<file path="src/rtl/fpga_computer_pkg.sv">
// Shared slot map and ALU helper for the bus-based FPGA computer.
package fpga_computer_pkg;
  localparam logic [3:0] SLOT_PC  = 4'd0;
  localparam logic [3:0] SLOT_MAR = 4'd1;
  localparam logic [3:0] SLOT_RAM = 4'd2;
  localparam logic [3:0] SLOT_A   = 4'd3;
  localparam logic [3:0] SLOT_B   = 4'd4;
  localparam logic [3:0] SLOT_ALU = 4'd5;
  localparam logic [3:0] SLOT_OUT = 4'd6;
  localparam logic [3:0] SLOT_IR  = 4'd7;

  function automatic logic [7:0] alu_result(input logic [7:0] a, input logic [7:0] b,
                                            input logic sub);
    return sub ? (a - b) : (a + b);
  endfunction
endpackage

</file>
<file path="src/rtl/fpga_computer_program_counter.sv">
// 4-bit program counter: a load takes precedence over counting; wraps 15 -> 0.
module program_counter (
  input  logic       clk,
  input  logic       reset,
  input  logic       en,
  input  logic       load,
  input  logic [3:0] load_val,
  output logic [3:0] count
);
  always_ff @(posedge clk or posedge reset) begin
    if (reset)     count <= 4'd0;
    else if (load) count <= load_val;
    else if (en)   count <= count + 4'd1;
  end
endmodule

</file>
<file path="src/rtl/fpga_computer.sv">
// Bus-oriented teaching computer: 16 selectable slots around one bus register.
module fpga_computer
  import fpga_computer_pkg::*;
(
  input  logic       CLK,
  input  logic       RESET,
  input  logic [3:0] SEL,
  input  logic [7:0] PRGM_IN,
  input  logic       GO,
  input  logic       EN,
  input  logic       OE,
  input  logic       WE,
  input  logic       PRGM,
  input  logic       HLT,
  output logic [3:0] COUNT,
  output logic [7:0] BUS_OUT,
  output logic       ON
);
  logic [3:0] w_pc;
  logic [3:0] r_mar;
  logic [7:0] r_a, r_b, r_out, r_ir, r_bus;
  logic       r_halt;
  logic [7:0] r_ram [16];

  logic       w_wr;
  logic [7:0] w_wr_data;
  logic [7:0] w_rd;
  logic       w_pc_load, w_pc_en;

  assign w_wr      = GO && (PRGM || WE);
  assign w_wr_data = PRGM ? PRGM_IN : r_bus;
  assign w_pc_load = w_wr && (SEL == SLOT_PC);
  assign w_pc_en   = GO && EN && (SEL == SLOT_PC) && !r_halt;

  program_counter u_pc (
    .clk      (CLK),
    .reset    (RESET),
    .en       (w_pc_en),
    .load     (w_pc_load),
    .load_val (w_wr_data[3:0]),
    .count    (w_pc)
  );

  always_comb begin
    w_rd = 8'h00;
    case (SEL)
      SLOT_PC:  w_rd = {4'h0, w_pc};
      SLOT_MAR: w_rd = {4'h0, r_mar};
      SLOT_RAM: w_rd = r_ram[r_mar];
      SLOT_A:   w_rd = r_a;
      SLOT_B:   w_rd = r_b;
      SLOT_ALU: w_rd = alu_result(r_a, r_b, EN);
      SLOT_OUT: w_rd = r_out;
      SLOT_IR:  w_rd = r_ir;
      default:  w_rd = 8'h00;
    endcase
  end

  always_ff @(posedge CLK or posedge RESET) begin
    if (RESET) begin
      r_mar  <= 4'd0;
      r_a    <= 8'h00;
      r_b    <= 8'h00;
      r_out  <= 8'h00;
      r_ir   <= 8'h00;
      r_bus  <= 8'h00;
      r_halt <= 1'b0;
    end else begin
      // Halt latches even with GO low; only RESET clears it.
      if (HLT) r_halt <= 1'b1;
      if (GO) begin
        if (PRGM)    r_bus <= PRGM_IN;
        else if (OE) r_bus <= w_rd;
      end
      if (w_wr) begin
        case (SEL)
          SLOT_MAR: r_mar <= w_wr_data[3:0];
          SLOT_A:   r_a   <= w_wr_data;
          SLOT_B:   r_b   <= w_wr_data;
          SLOT_OUT: r_out <= w_wr_data;
          SLOT_IR:  r_ir  <= w_wr_data;
          default:  ;
        endcase
      end
    end
  end

  // RAM contents survive reset; writes are merely suppressed while it is held.
  always_ff @(posedge CLK) begin
    if (!RESET && w_wr && (SEL == SLOT_RAM)) r_ram[r_mar] <= w_wr_data;
  end

  assign COUNT   = w_pc;
  assign BUS_OUT = r_bus;
  assign ON      = !r_halt;
endmodule

</file>
<file path="config.mk">
export PLATFORM = sky130hd
export DESIGN_NAME = fpga_computer
export DESIGN_NICKNAME = d
export VERILOG_FILES = /design/src/rtl/fpga_computer_pkg.sv /design/src/rtl/fpga_computer_program_counter.sv /design/src/rtl/fpga_computer.sv
export SDC_FILE = /design/constraint.sdc
export NUM_CORES = 1
export LEC_CHECK = 0
export ABC_CLOCK_PERIOD_IN_PS = 6520
export CAP_MARGIN = 20
export CORE_MARGIN = 2
export CORE_UTILIZATION = 45
export CTS_BUF_LIST = sky130_fd_sc_hd__clkbuf_16
export DETAILED_ROUTE_END_ITERATION = 10
export GPL_TIMING_DRIVEN = 0
export PLACE_DENSITY = 0.59
export SLEW_MARGIN = 20
export SYNTH_ARGS = -nofsm -noshare
export SYNTH_HDL_FRONTEND = slang
export SYNTH_SLANG_ARGS = --single-unit
</file>
<file path="constraint.sdc">
create_clock -name CLK -period 6.52 [get_ports CLK]
set_input_delay 0.652 -clock CLK [delete_from_list [all_inputs] [get_ports CLK]]
set_output_delay 0.652 -clock CLK [all_outputs]
set_load 0.005 [all_outputs]
</file>
### After elaboration in Yosys (flattened, before gate mapping)

Memories as Yosys holds them, arrays and structs flattened.
Index checks and enable logic that the tools add are counted.
Widths: inputs -> output; s select.

| storage, ports and cells | value |
|---|---|
| memories | 1 |
| output and inout port bits | 13 |
| input bits | 20 |
| memory bits (writable) | 128 |
| register bits | 49 |
| logic and storage cells | 47 |
| memory bits (read-only) | 0 |
| latch bits | 0 |

| cells by class | value |
|---|---|
| divide/modulo/power cells | 0 |
| equal/unequal tests | 7 |
| $lt $le $gt $ge | 0 |
| add/subtract/negate cells | 3 |
| reductions and logical operators | 19 |
| $mul | 0 |
| multiplexer cells | 9 |
| bitwise operators | 0 |
| shifts and indexed selects | 0 |

Memories:

| name | depth | width | read ports | clocked after Yosys merged registers in | wr ports | line | RTL |
|---|---|---|---|---|---|---|---|
| r_ram | 16 | 8 | 1 | 0 | 1 | fpga_computer.sv:23 | `logic [7:0] r_ram [16];` |

Operators by type and width:

| kind | count |
|---|---|
| $pmux 8 s8 | 1 |
| $mux 8 | 4 |
| $eq 4x3->1 const B | 4 |
| $reduce_and 2->1 | 6 |
| $add 8x8->8 | 1 |
| $eq 4x2->1 const B | 2 |
| $mux 4 | 2 |
| $sub 8x8->8 | 1 |
| $logic_and 1x1->1 | 7 |
| $add 4x1->4 const B | 1 |
| $eq 4x1->1 const B | 1 |
| $logic_not 4->1 | 1 |
| $reduce_bool 2->1 | 2 |
| $logic_not 1->1 | 2 |
| $mux 1 | 2 |
| $logic_or 1x1->1 | 1 |

### Longest topological paths before layout

| logic depth | value |
|---|---|
| depth in word-level cells | 6 |
| depth in mapped cells | 11 |
| gate-level depth less buffers | 11 |

### Cells and area by module

From an unflattened synthesis, not the netlist that was laid out.

| second synthesis, totals | value |
|---|---|
| cells, all modules | 568 |
| area total of the unflattened synthesis | 7956.4 µm² |

Modules (own cells, without submodules):

| module | cells each | times used | seq. area each (µm²) | area an instance (µm²) |
|---|---|---|---|---|
| fpga_computer | 549 | 1 | 4969.8 | 7756.2 |
| program_counter | 19 | 1 | 100.1 | 200.2 |

### Least setup slack after synthesis

No wires, ideal clock.

| timing | value |
|---|---|
| kind | input -> register |
| from | input SEL[0] |
| to | memory r_ram[0][0] (enable) |
| stages | 5 |
| data arrival time | 2.438 ns |
| setup time | 0.383 ns |
| path buffers | 1 |
| setup slack | 3.699 ns |
| data required time | 6.137 ns |
| path through | buf_2 or3_1 nor3_2 or3b_1 nor3_1 |

| between the ends | value |
|---|---|
| word-level cells in the longest chain between the ends | 4 |

RTL lines:

| what | line | RTL |
|---|---|---|
| start, declared | fpga_computer.sv:7 | `input logic [3:0] SEL,` |
| $eq 4x2->1 | fpga_computer.sv:90 | `if (!RESET && w_wr && (SEL == SLOT_RAM)) r_ram[r_mar] <= w_wr_data;` |
| $logic_and 1x1->1 | fpga_computer.sv:90 |  |
| $mux 1 | fpga_computer.sv:90 |  |
| $mux 1 (implied by the code) | fpga_computer.sv:90 |  |
| end, declared | fpga_computer.sv:23 |  |

No other way between the ends.

### Worst setup path after layout

| timing | value |
|---|---|
| from | input SEL[1] |
| to | memory r_ram[4][6] (enable) |

The elaborated chain is that of the path after synthesis.

==> results by group <==
Status
  • Outcome: finished, final reports clean

Setup path
  • Kind of end point of the critical path: flip-flop
  • CP Data Required Time: around 6.6 ns
  • Critical Path Start Type: primary input
  • Setup CP Type: primary input to flip-flop
  • WP data arrival: 3.37 ns
  • CP max FO: 8

Floorplanning
  • Die area: around 0.019 sq mm
  • # rows: 48
  • Die Ht: 137 um
  • Core Area: 0.0173 sq mm
  • I/O Pins: 33
  • Chip width: 137 um
  • Initial Util: around 46%

Global routing
  • GR peak layer: met2
  • Pin count of the biggest net entering global routing: 34
  • GRT overflow: 0
  • Global Route Usage Sum: 23.5%
  • First-pass GRT wire length: 31300 um
  • Vias in the first global route: 5202
  • Initial antenna violation count: 0
  • Met3 Use GR: 4.74%
  • GR Util met1: 29.7%
  • M2 GR Usage: between 40% and 50%

Timing
  • Unrepaired setup endpoints after global routing: false
  • Worst-Margin Slew: 0.959 ns
  • Final Hold Slack: around 0.48 ns
  • Setup TNS: 0 ns
  • Final hold vios: 0
  • Max Clock Freq: 302 MHz
  • Slew HR: roughly 36%
  • Slew Limit Fails: 0
  • Worst Skew: around 0.011 ns
  • Period minus WS final: around 3.3 ns
  • Fin crit share: 50.9%
  • Setup violators final: 0

Route
  • DRC: 0
  • DR vias: a little over 5000
  • Post-route ant nets: 0
  • WL/cell: around 24 um
  • Final WL: 20500 um
  • First-pass iteration count of the detailed router: 5
  • Iteration-0 DRC Markers: 503
  • DR vias/cell: 5.95

Pwr
  • PwrDens: 328 mW/mm^2
  • Clock Power Share: between 30% and 40%
  • Switching Share: 29.6%
  • Leak pwr: approximately 0.0033 uW
  • Combinational share of power: 21.1%
  • Sequential power share: 44.8%
  • Psw: 893 uW
  • Max VDD drop: 195 uV
  • Internal: ~2100 uW

Cells and area
  • Diodes inserted: 0
  • Layout cells sized above 1: 15.8%
  • Nets@finish: 644
  • Synth-to-Final Area Change: 15.1%
  • Layout Cells excl Fill: 852
  • Filler cells: 1464
  • Post-route cell area: 0.00919 sq mm
  • Layout Utilization: 53.1%

Logic synthesis
  • Post-synth EDFFs: 128
  • Yosys top cell by area: edfxtp_1
  • Most frequent cell after synthesis: edfxtp_1
  • Syn Area/Cell: about 14 sq um
  • Synthesized netlist cell count: 565
  • Synth area leaders: edfxtp_1, dfrtp_1, mux4_2
  • YS warnings: 0
  • Sequential element share of the synthesized area: 63.5%
  • Mapped Area: 0.00798 sq mm
  • Commonest cells in the netlist: edfxtp_1, nor2_1, a21oi_1, dfrtp_1, mux4_2
  • Async set or reset register ratio after synthesis: 27.7%
  • Top FF cell, synth: edfxtp_1
  • Share of the synthesized area in the top cell type: 48.2%
  • Netlist cell types: 54
  • Syn nets: about 600
  • Number of synthesized register bits: 177

Clocking
  • Num CTS Buffers: 17
  • Clock transition at path regs: 0.07 ns
  • Post-CTS sizing: 0
  • Clk_lat worst skew: 0.44 ns
  • CTS tree: yes
  • Longest Clk Path Bufs: 2
  • Clk root buf: clkbuf_16
  • Clock Sinks: 177
  • H-tree levels: 4
  • Number of hold buffers added after CTS: 0
  • Setup repair bufs after CTS: 0

Place
  • Port-buffer cells: 29
  • Final GP Congestion: 0.940
  • DP HPWL: 14200 um
  • Placed insts: 820
  • Cell Area, Placed: 0.00859 sq mm

Worst hold path
  • HP Class: flip-flop to flip-flop

Job
  • MaxCap Viol Count: 0
[final timing paths]
| kind | slack, ns | startpoint | endpoint | cells after the start |
|---|---|---|---|---|
| max | 3.20 | SEL[1] | r_ram[4][6] | 6 |
| min | 0.48 | r_halt | r_halt | 1 |
| max reg2reg | 3.85 | r_mar[3] | r_ram[14][7] | 4 |
| min reg2reg | 0.48 | r_halt | r_halt | 1 |
| max in group asynchronous | 5.34 | RESET | r_out[5] | 3 |
| min in group asynchronous | 0.65 | RESET | u_pc.count[3] | 2 |
[metrics by stage]
stage / total power (uW) / worst slack, ns
after global routing: 3140 / 3.11
final: 3020 / 3.20
after detailed placement: 2010 / 2.75
after global placement: 1990 / 2.59
after floorplan: 1800 / 3.70
after CTS: 3030 / 3.20
[registers in the layout (all words and copies together), names as in the netlist]
name and count:
r_out 8, r_ram 128, u_pc.count 4, BUS_OUT 8
r_ir 8, r_b 8, r_mar 4, r_a 8
r_halt 1
[area by class of cell]
| type | count | area (sq um) | share of cell area, % |
|---|---|---|---|
| buffer | 28 | 149 | 1.62 |
| multi-input combinational | 339 | 2700 | 29.4 |
| timing repair buffer | 30 | 310 | 3.38 |
| clock inverter | 15 | 170 | 1.85 |
| inverter | 21 | 78.8 | 0.858 |
| sequential | 177 | 5070 | 55.2 |
| tap | 225 | 282 | 3.06 |
| clock buffer | 17 | 425 | 4.63 |
[power by group through the flow]
stage / clock, uW / combinational, uW / sequential, uW
3_3_place_gp: 0 / 622 / 1370
6_report: 1030 / 636 / 1350
5_1_grt: 1090 / 695 / 1360
4_1_cts: 1040 / 640 / 1350
2_1_floorplan: 0 / 442 / 1350
3_5_place_dp: 0 / 635 / 1370
[logic make-up after synthesis]
| logic type | count (synthesis) | synth area share [%] |
|---|---|---|
| flip-flops | 177 | 63.5 |
| AND/OR/NAND/NOR | 136 | 8.00 |
| AO/OA/AOI/OAI | 121 | 9.02 |
| multiplexers | 61 | 13.7 |
| buffers and inverters | 49 | 2.85 |
| XOR/XNOR | 11 | 1.21 |
| adder cells (fa/ha/maj) | 10 | 1.66 |
[layer usage]
layer  share of wire [%]  vias to the layer above
met5                   0                        -
met4                 2.8                        0
met3                 5.0                       34
met2                  51                      177
met1                  41                     2593
li1                    -                     2268
[layout by cell type, fill, tap and decap left out, drive strengths merged, types with 2 or more instances in the layout]
cell type and instances:
nand3b 3, dfrtp 49, nor2b 5, o22ai 8, o21ai 22, clkinv 5
or3 3, xnor2 10, edfxtp 128, mux4 38, inv 29, a31oi 7
and3 3, nand2 31, clkbuf 27, mux2 4, nand2b 6, nand4 2
nor3 16, ha 9, nor2 56, o211ai 2, a21oi 52, o41ai 2
nor4 3, mux2i 19, buf 19, a22oi 8, clkdlybuf4s50 29, nand3 4
o21a 4, a211oi 4, a221oi 2
[critical path: stages]
cell and delay (ns):
clkdlybuf4s50_1 0.55, nand2b_1 0.22, or3_1 0.44, nor3_2 0.25
or3b_1 0.47, nor2_1 0.77
Note: power is estimated with default switching activity, not from simulation.
